### config.mk
export PLATFORM = sky130hd
export DESIGN_NAME = rm_frame_sched
export DESIGN_NICKNAME = d
export VERILOG_FILES = /design/src/rtl/rm_frame_sched.sv
export SDC_FILE = /design/constraint.sdc
export NUM_CORES = 1
export LEC_CHECK = 0
export ABC_CLOCK_PERIOD_IN_PS = 2100
export BUFFER_PORTS_ARGS = -buffer_cell sky130_fd_sc_hd__buf_2
export CORE_MARGIN = 4
export CORE_UTILIZATION = 40
export CTS_CLUSTER_SIZE = 20
export DETAILED_ROUTE_END_ITERATION = 6
export PLACE_DENSITY_LB_ADDON = 0.1
export SYNTH_ARGS = -nofsm -noshare
export SYNTH_HDL_FRONTEND = slang
export SYNTH_SLANG_ARGS = --single-unit
### constraint.sdc
create_clock -name clock -period 2.1 [get_ports clock]
set_input_delay 0.42 -clock clock [delete_from_list [all_inputs] [get_ports clock]]
set_output_delay 0.42 -clock clock [all_outputs]
set_load 0.02 [all_outputs]
### src/rtl/rm_frame_sched.sv
// rm_frame_sched: compress/decompress frame scheduler for the rate-match buffer.
// Defining RM_SCHED_TIMEOUT_EN adds a watchdog that aborts stalled frames and raises err_timeout.
module rm_frame_sched #(
    parameter int CMP_BLKS    = 900,
    parameter int TIMEOUT_CYC = 1048576
) (
    input  logic        clock,
    input  logic        reset,
    input  logic        cmp_req,
    input  logic        dec_req,
    input  logic        yc_sof,
    input  logic        cmp_blk_done,
    input  logic        last_dec_blk,
    input  logic        err_clr,
    output logic        compress_on,
    output logic        compress_start,
    output logic        decompress_start,
    output logic        cmp_busy,
    output logic        dec_busy,
    output logic        frame_done,
    output logic [10:0] blk_cnt,
    output logic        err_timeout
);
    typedef enum logic [2:0] {IDLE, CMP_ARM, CMP_RUN, DEC_START, DEC_RUN, DONE} state_t;
    state_t r_state, w_nxt;
    logic r_last_cmp, r_is_cmp, r_ldb_prev, r_cmp_on, r_dec_busy, r_cstart, r_dstart, r_done;
    logic [10:0] r_blk;
    logic w_grant_cmp, w_to;

    // Compress wins unless it was the type served last and decompress is also waiting
    assign w_grant_cmp = cmp_req & (~dec_req | ~r_last_cmp);

    always_comb begin
        w_nxt = r_state;
        case (r_state)
            IDLE:      w_nxt = w_grant_cmp ? CMP_ARM : dec_req ? DEC_START : IDLE;
            CMP_ARM:   w_nxt = !cmp_req ? IDLE : yc_sof ? CMP_RUN : CMP_ARM;
            CMP_RUN:   w_nxt = (cmp_blk_done && r_blk == 11'(CMP_BLKS - 1)) ? DONE : CMP_RUN;
            DEC_START: w_nxt = DEC_RUN;
            DEC_RUN:   w_nxt = (last_dec_blk && !r_ldb_prev) ? DONE : DEC_RUN;
            default:   w_nxt = IDLE;
        endcase
        if (w_to) w_nxt = IDLE;
    end

    always_ff @(posedge clock) begin
        if (reset) begin
            r_state    <= IDLE;
            r_last_cmp <= 1'b0;
            r_is_cmp   <= 1'b0;
            r_ldb_prev <= 1'b0;
            r_blk      <= '0;
            r_cmp_on   <= 1'b0;
            r_dec_busy <= 1'b0;
            r_cstart   <= 1'b0;
            r_dstart   <= 1'b0;
            r_done     <= 1'b0;
        end else begin
            r_state    <= w_nxt;
            r_ldb_prev <= last_dec_blk;
            r_cmp_on   <= w_nxt == CMP_ARM || w_nxt == CMP_RUN;
            r_dec_busy <= w_nxt == DEC_START || w_nxt == DEC_RUN;
            r_cstart   <= r_state == CMP_ARM && w_nxt == CMP_RUN;
            r_dstart   <= w_nxt == DEC_START;
            r_done     <= w_nxt == DONE;
            if (r_state == IDLE) r_is_cmp <= w_grant_cmp;
            if (r_state == DONE) r_last_cmp <= r_is_cmp;
            if (r_state == CMP_ARM && w_nxt == CMP_RUN) r_blk <= '0;
            else if (r_state == CMP_RUN && cmp_blk_done && r_blk != '1) r_blk <= r_blk + 11'd1;
        end
    end

`ifdef RM_SCHED_TIMEOUT_EN
    localparam int WD = $clog2(TIMEOUT_CYC + 1);
    logic [WD-1:0] r_wdog;
    logic r_err, w_wd_st;
    assign w_wd_st = r_state == CMP_ARM || r_state == CMP_RUN || r_state == DEC_RUN;
    assign w_to = w_wd_st && r_wdog == WD'(TIMEOUT_CYC - 1);
    always_ff @(posedge clock) begin
        if (reset) begin
            r_wdog <= '0;
            r_err  <= 1'b0;
        end else begin
            r_wdog <= (w_wd_st && w_nxt == r_state && !yc_sof && !cmp_blk_done) ? r_wdog + 1'b1 : '0;
            r_err  <= w_to | (r_err & ~err_clr);
        end
    end
    assign err_timeout = r_err;
`else
    logic w_unused;
    assign w_unused    = err_clr | (TIMEOUT_CYC == 0);
    assign w_to        = 1'b0;
    assign err_timeout = 1'b0;
`endif

    assign compress_on      = r_cmp_on;
    assign cmp_busy         = r_cmp_on;
    assign dec_busy         = r_dec_busy;
    assign compress_start   = r_cstart;
    assign decompress_start = r_dstart;
    assign frame_done       = r_done;
    assign blk_cnt          = r_blk;
endmodule
======== Yosys cells after proc, flatten, opt, wreduce, memory -nomap -nowiden ========
Index checks and enable logic that the tools add are counted.
word-level totals
  bits in registers ....................... 22
  output and inout bits ................... 18
  input port bits ......................... 8
  logic and storage cells ................. 44
operators by class
  multiplexer cells ....................... 7
  reductions and logical operators ........ 10
  add/subtract/negate cells ............... 1
  equal/unequal tests ..................... 12
  bitwise gates (word level) .............. 4
operator list
  cell                                                   number
  one-hot mux 3 bit (5 select lines)                     1
  equality test 3 x 2 -> 1 bit, second input constant    4
  equality test 3 bit, second input constant             4
  adder 11 x 1 -> 11 bit, second input constant          1
  equality test 11 x 10 -> 1 bit, second input constant  1
  inequality test 11 bit, second input constant          1
  two-way mux 2 bit                                      4
  equality test 3 x 1 -> 1 bit, second input constant    2
  logical AND 1 bit                                      5
  logical NOT 3 bit                                      1
  two-way mux 3 bit                                      1
  logical OR 1 bit                                       2
  inverter 1 bit                                         2
  OR reduction 2 bit                                     1
  bitwise AND 1 bit                                      1
  logical NOT 1 bit                                      1
  two-way mux 1 bit                                      1
  bitwise OR 1 bit                                       1

======== Longest topological paths before layout ========
  depth after elaboration ................. 8
  gate-level depth with buffers ........... 5
  mapped depth without buffers ............ 5

======== Worst setup path before layout ========
No wires, ideal clock.
  kind .................................... reg2reg
  start ................................... register r_blk[0] (netlist: blk_cnt[0])
  end ..................................... register r_state[1]
  cell stages (with the launch flop) ...... 6
  period minus slack after synthesis ...... 1.601 ns
  path buffers ............................ 0
  data required time ...................... 1.977 ns
  data arrival time ....................... 1.478 ns
  path slack .............................. 0.499 ns
  library setup time ...................... 0.123 ns
  cell sequence ........................... dfxtp_1 ha_1 and3_1 and3_1 nor3b_1 or2_2
on the way
  cells in the longest elaborated chain, start to end .. 4
RTL lines
  item                                RTL line  source
  start: declaration                  27        logic [10:0] r_blk;
  start signal: assignment            69        else if (r_state == CMP_RUN && cmp_blk_done && r_blk != '1) r_blk <= r_blk + 11'd1;
  equality test 11 x 10 -> 1 bit      38        CMP_RUN: w_nxt = (cmp_blk_done && r_blk == 11'(CMP_BLKS - 1)) ? DONE : CMP_RUN;
  logical AND 1 bit                   38
  two-way mux 3 bit                   38
  one-hot mux 3 bit (5 select lines)  35        case (r_state)
  end signal: assignment              59        r_state <= w_nxt;
  end: declaration                    25        state_t r_state, w_nxt;
No other way between the ends.
A chain may end at the register's enable or synchronous reset.

======== Worst setup path in the final report ========
  start ................................... register r_state[2]
  end ..................................... register r_cmp_on (netlist: cmp_busy)
on the way
  cells in the longest elaborated chain, start to end .. 4
  elaborated cells between the ends (all ways) .. 9
  classes of those cells .................. eq/ne: 6; mux: 1; reduce/logical: 2
RTL lines
  item                                                                                 RTL line  source
  equality test 3 bit, or another cell as far along                                    35
  one-hot mux 3 bit (5 select lines) *                                                 35
  equality test 3 x 1 -> 1 bit / equality test 3 x 2 -> 1 bit (equally long branches)  61        r_cmp_on <= w_nxt == CMP_ARM || w_nxt == CMP_RUN;
  logical OR 1 bit *                                                                   61
  end signal: assignment                                                               53        r_cmp_on <= 1'b0;
  end signal: assignment                                                               61
  end: declaration                                                                     26        logic r_last_cmp, r_is_cmp, r_ldb_prev, r_cmp_on, r_dec_busy, r_cstart, r_dstart, r_done;
Every way passes the cells marked *; elsewhere a longest branch is shown, timed or not.

==> tab_implementation.tex <==
\begin{tabular}{lr}
\hline
Metric & Value \\
\hline
\multicolumn{2}{l}{\textbf{GRT}} \\
\quad Via count of the first global-routing pass & 892 \\
\quad Grt ovf & 0 \\
\quad First-pass GRT wire length & 4010 um \\
\quad Initial antenna violation count & 0 \\
\quad Largest net degree at the start of global routing & 15 \\
\quad GRT Resource Usage Total & 0.142 \\
\multicolumn{2}{l}{\textbf{Timing}} \\
\quad Transition at the pin with the smallest max-transition slack & 0.555 ns \\
\quad Setup repair after global routing missed its margin & false \\
\quad Share of the clock period used by the worst path & 0.858 \\
\quad Post-route clock skew & 0.00257 ns \\
\quad Worst-case headroom to the max-slew limit & 0.620 \\
\quad Number of pins with negative max-slew slack in the final report & 0 \\
\quad Final critical path time including I/O delays and setup & 1.80 ns \\
\quad Highest clock rate & 555 MHz \\
\quad Final setup violation count & 0 \\
\quad Hold Slack & 0.343 ns \\
\quad Final-layout setup total negative slack & 0 ns \\
\quad Final Hold Viols & 0 \\
\multicolumn{2}{l}{\textbf{Yosys}} \\
\quad Synthesized-area fraction occupied by and/or/nand/nor cells & 0.306 \\
\quad Largest area contributor in the synthesized netlist & dfxtp\_1 \\
\quad Proportion of netlist area held by the largest area contributor & 0.391 \\
\quad Main combinational cell family by area after synthesis & simple AND/OR/NAND/NOR gates \\
\quad Most frequently used cell type in the post-synthesis netlist & dfxtp\_1 \\
\quad Distinct cell type count after synthesis & 41 \\
\quad Share of synthesized area spent on multiplexers & 0.00888 \\
\quad Flop and latch count out of synthesis & 22 \\
\quad Post-Synth Adder-Cell Area & 0.0111 \\
\quad Area fraction in compound gates after synthesis & 0.221 \\
\quad Share of the yosys chip area belonging to registers & 0.391 \\
\quad Ys flop type & dfxtp\_1 \\
\quad FFs w/ async S/R, synth & 0 \\
\quad Cells after synthesis & 126 \\
\quad Synth Area per Inst & 8.95 um2 \\
\quad Post-Syn Nets & 135 \\
\quad Syn. warnings & 0 \\
\quad Most used standard cells in the synthesized netlist & dfxtp\_1 (22), a21oi\_1 (14), nand2\_1 (8), nand3\_1 (8), nor2\_1 (8) \\
\quad Area of the mapped netlist & 1130 um2 \\
\quad Share of the synthesized netlist area taken by xor and xnor gates & 0.0155 \\
\quad Top post-synthesis cells by area & dfxtp\_1 (39\%), a21oi\_1 (6.2\%), nand3\_1 (3.6\%) \\
\quad Count of flip-flops with a built-in enable after synthesis & 0 \\
\multicolumn{2}{l}{\textbf{Placed design}} \\
\quad Number of buffers added on ports & 23 \\
\quad Post-detailed-placement half-perimeter wirelength & 1750 um \\
\quad Final weighted congestion in routability-driven placement & 0.761 \\
\multicolumn{2}{l}{\textbf{Floorplan}} \\
\quad Placeable core region & 2590 um2 \\
\quad Overall die width & 61.1 um \\
\quad Effective utilization at floorplan & 0.435 \\
\quad Placement Rows & 18 \\
\quad Count of pins on the block boundary & 26 \\
\quad Total Die Area & 3730 um2 \\
\quad Overall die height & 61.1 um \\
\multicolumn{2}{l}{\textbf{Setup path}} \\
\quad Arrival time of the worst setup path & 2.07 ns \\
\quad Critical path fanouts, max & 13 \\
\quad Setup CP Type & register to register \\
\quad Critical path required time & 2.36 ns \\
\quad Kind of end point of the critical path & register \\
\quad Type of element launching the critical path & register \\
\multicolumn{2}{l}{\textbf{Pwr}} \\
\quad Leak & 0.526 nW \\
\quad Worst vdd rail ir drop & 356 uV \\
\quad Power density normalized to cell area & 695 nW/um2 \\
\multicolumn{2}{l}{\textbf{Clock tree}} \\
\quad Post-CTS Setup Repair Bufs & 0 \\
\quad Cts-stage hold buffer count & 0 \\
\quad Clock sinks & 22 \\
\quad Number of buffers added by the clock tree synthesis step & 3 \\
\quad Clk slew on worst S/H paths & 0.13 ns \\
\quad Buffer levels on the longest clock path & 2 \\
\quad PostCTS Resize Cnt & 0 \\
\quad Max H-tree Level & 1 \\
\quad Master cell of the clock root buffer & clkbuf\_4 \\
\quad TritonCTS clock tree & yes \\
\quad Clock latency of the later-clocked register in the worst-skew pair & 0.31 ns \\
\multicolumn{2}{l}{\textbf{Route}} \\
\quad DRC & 0 \\
\quad Detailed Route Iter0 Violations & 35 \\
\quad Via count & 986 \\
\quad Routed WL per cell & 13.2 um \\
\quad Number of search-and-repair iterations in the first detailed-routing pass & 5 \\
\quad Wire length after detailed routing & 2350 um \\
\quad Number of vias per cell after detailed routing & 5.54 \\
\quad Post-route ant nets & 0 \\
\multicolumn{2}{l}{\textbf{Outcome}} \\
\quad Status & finished clean \\
\multicolumn{2}{l}{\textbf{Layout}} \\
\quad Number of filler instances in the final layout & 251 \\
\quad Ant. Diodes & 0 \\
\quad Layout cell share with drive strength beyond 1 & 0.257 \\
\quad Final net count & 158 \\
\quad Growth of design area from synthesis to finish & 15.5\% \\
\multicolumn{2}{l}{\textbf{Min path}} \\
\quad Path type of the worst min-delay path & input port to register \\
\multicolumn{2}{l}{\textbf{Job}} \\
\quad Count of max-cap constraint violations & 0 \\
\hline
\end{tabular}
cell families after synthesis:
group,Yosys count
compound gates,34
xor+xnor,2
fa+ha+maj,1
buf+inv,9
flops,22
mux,1
other cells,1
simple gates,56
power breakdown:
| group | switching, mW | internal, mW | total, mW |
|---|---|---|---|
| logic | 0.0688 | 0.0494 | 0.118 |
| registers | 0.0215 | 0.436 | 0.457 |
| clock network | 0.136 | 0.193 | 0.329 |
area by class of cell:
| class | count | area, um2 | area share |
|---|---|---|---|
| Clock inverter | 1 | 30.0 | 0.0231 |
| Tap cell | 30 | 37.5 | 0.0288 |
| Timing Repair Buffer | 24 | 123 | 0.0941 |
| Multi-Input combinational cell | 95 | 638 | 0.490 |
| Sequential cell | 22 | 440 | 0.338 |
| Clock buffer | 3 | 22.5 | 0.0173 |
| Inverter | 3 | 11.3 | 0.00865 |
stage by stage:
stage               instances  setup WS [ns]  cell area [um2]  power, mW   util
floorplan                 126          0.499             1130      0.557      -
global placement          174          0.367             1250      0.583  0.483
detailed placement        174          0.385             1250      0.584  0.483
CTS                       178          0.332             1300      0.910  0.503
global route              178          0.160             1300      0.948  0.503
finish                    178          0.298             1300      0.905  0.503
cell usage in the layout, fill, tap and decap left out, types with 4 or more instances in the layout:
cell / synthesis / routed
o21ai_0: 7 / 7
nand3_1: 8 / 8
a21oi_1: 14 / 14
or3_1: 4 / 4
nor2_1: 8 / 8
dfxtp_1: 22 / 22
buf_2: 0 / 23
nand2_1: 8 / 8
sequential cells by signal, indices dropped and copies added (netlist names):
signal / flops
dec_busy: 1
cmp_busy: 1
frame_done: 1
r_is_cmp: 1
r_state: 3
r_ldb_prev: 1
blk_cnt: 11
compress_start: 1
r_last_cmp: 1
decompress_start: 1
critical path, stage by stage, from the launching register on:
cell       delay [ns]
dfxtp_1          0.57
and4bb_2         0.32
a21o_1           0.19
a2111oi_0        0.51
a211o_1          0.17
layer usage:
layer,part of all wire,GRT usage,vias to the layer above
li1,-,-,510
met2,0.44,0.211,24
met5,0,0,-
met3,0.061,0.0294,2
met1,0.49,0.203,450
met4,0.0055,0.0464,0
final timing paths:
| kind | cells after the start | slack (ns) | to | startpoint |
|---|---|---|---|---|
| max | 4 | 0.30 | cmp_busy$_SDFF_PP0_ | r_state[2]$_SDFF_PP0_ |
| min | 2 | 0.34 | r_ldb_prev$_SDFF_PP0_ | last_dec_blk |
| max reg2reg | 4 | 0.30 | cmp_busy$_SDFF_PP0_ | r_state[2]$_SDFF_PP0_ |
| min reg2reg | 2 | 0.49 | r_is_cmp$_SDFFE_PP0P_ | r_is_cmp$_SDFFE_PP0P_ |
Note: power is estimated with default switching activity, not from simulation.
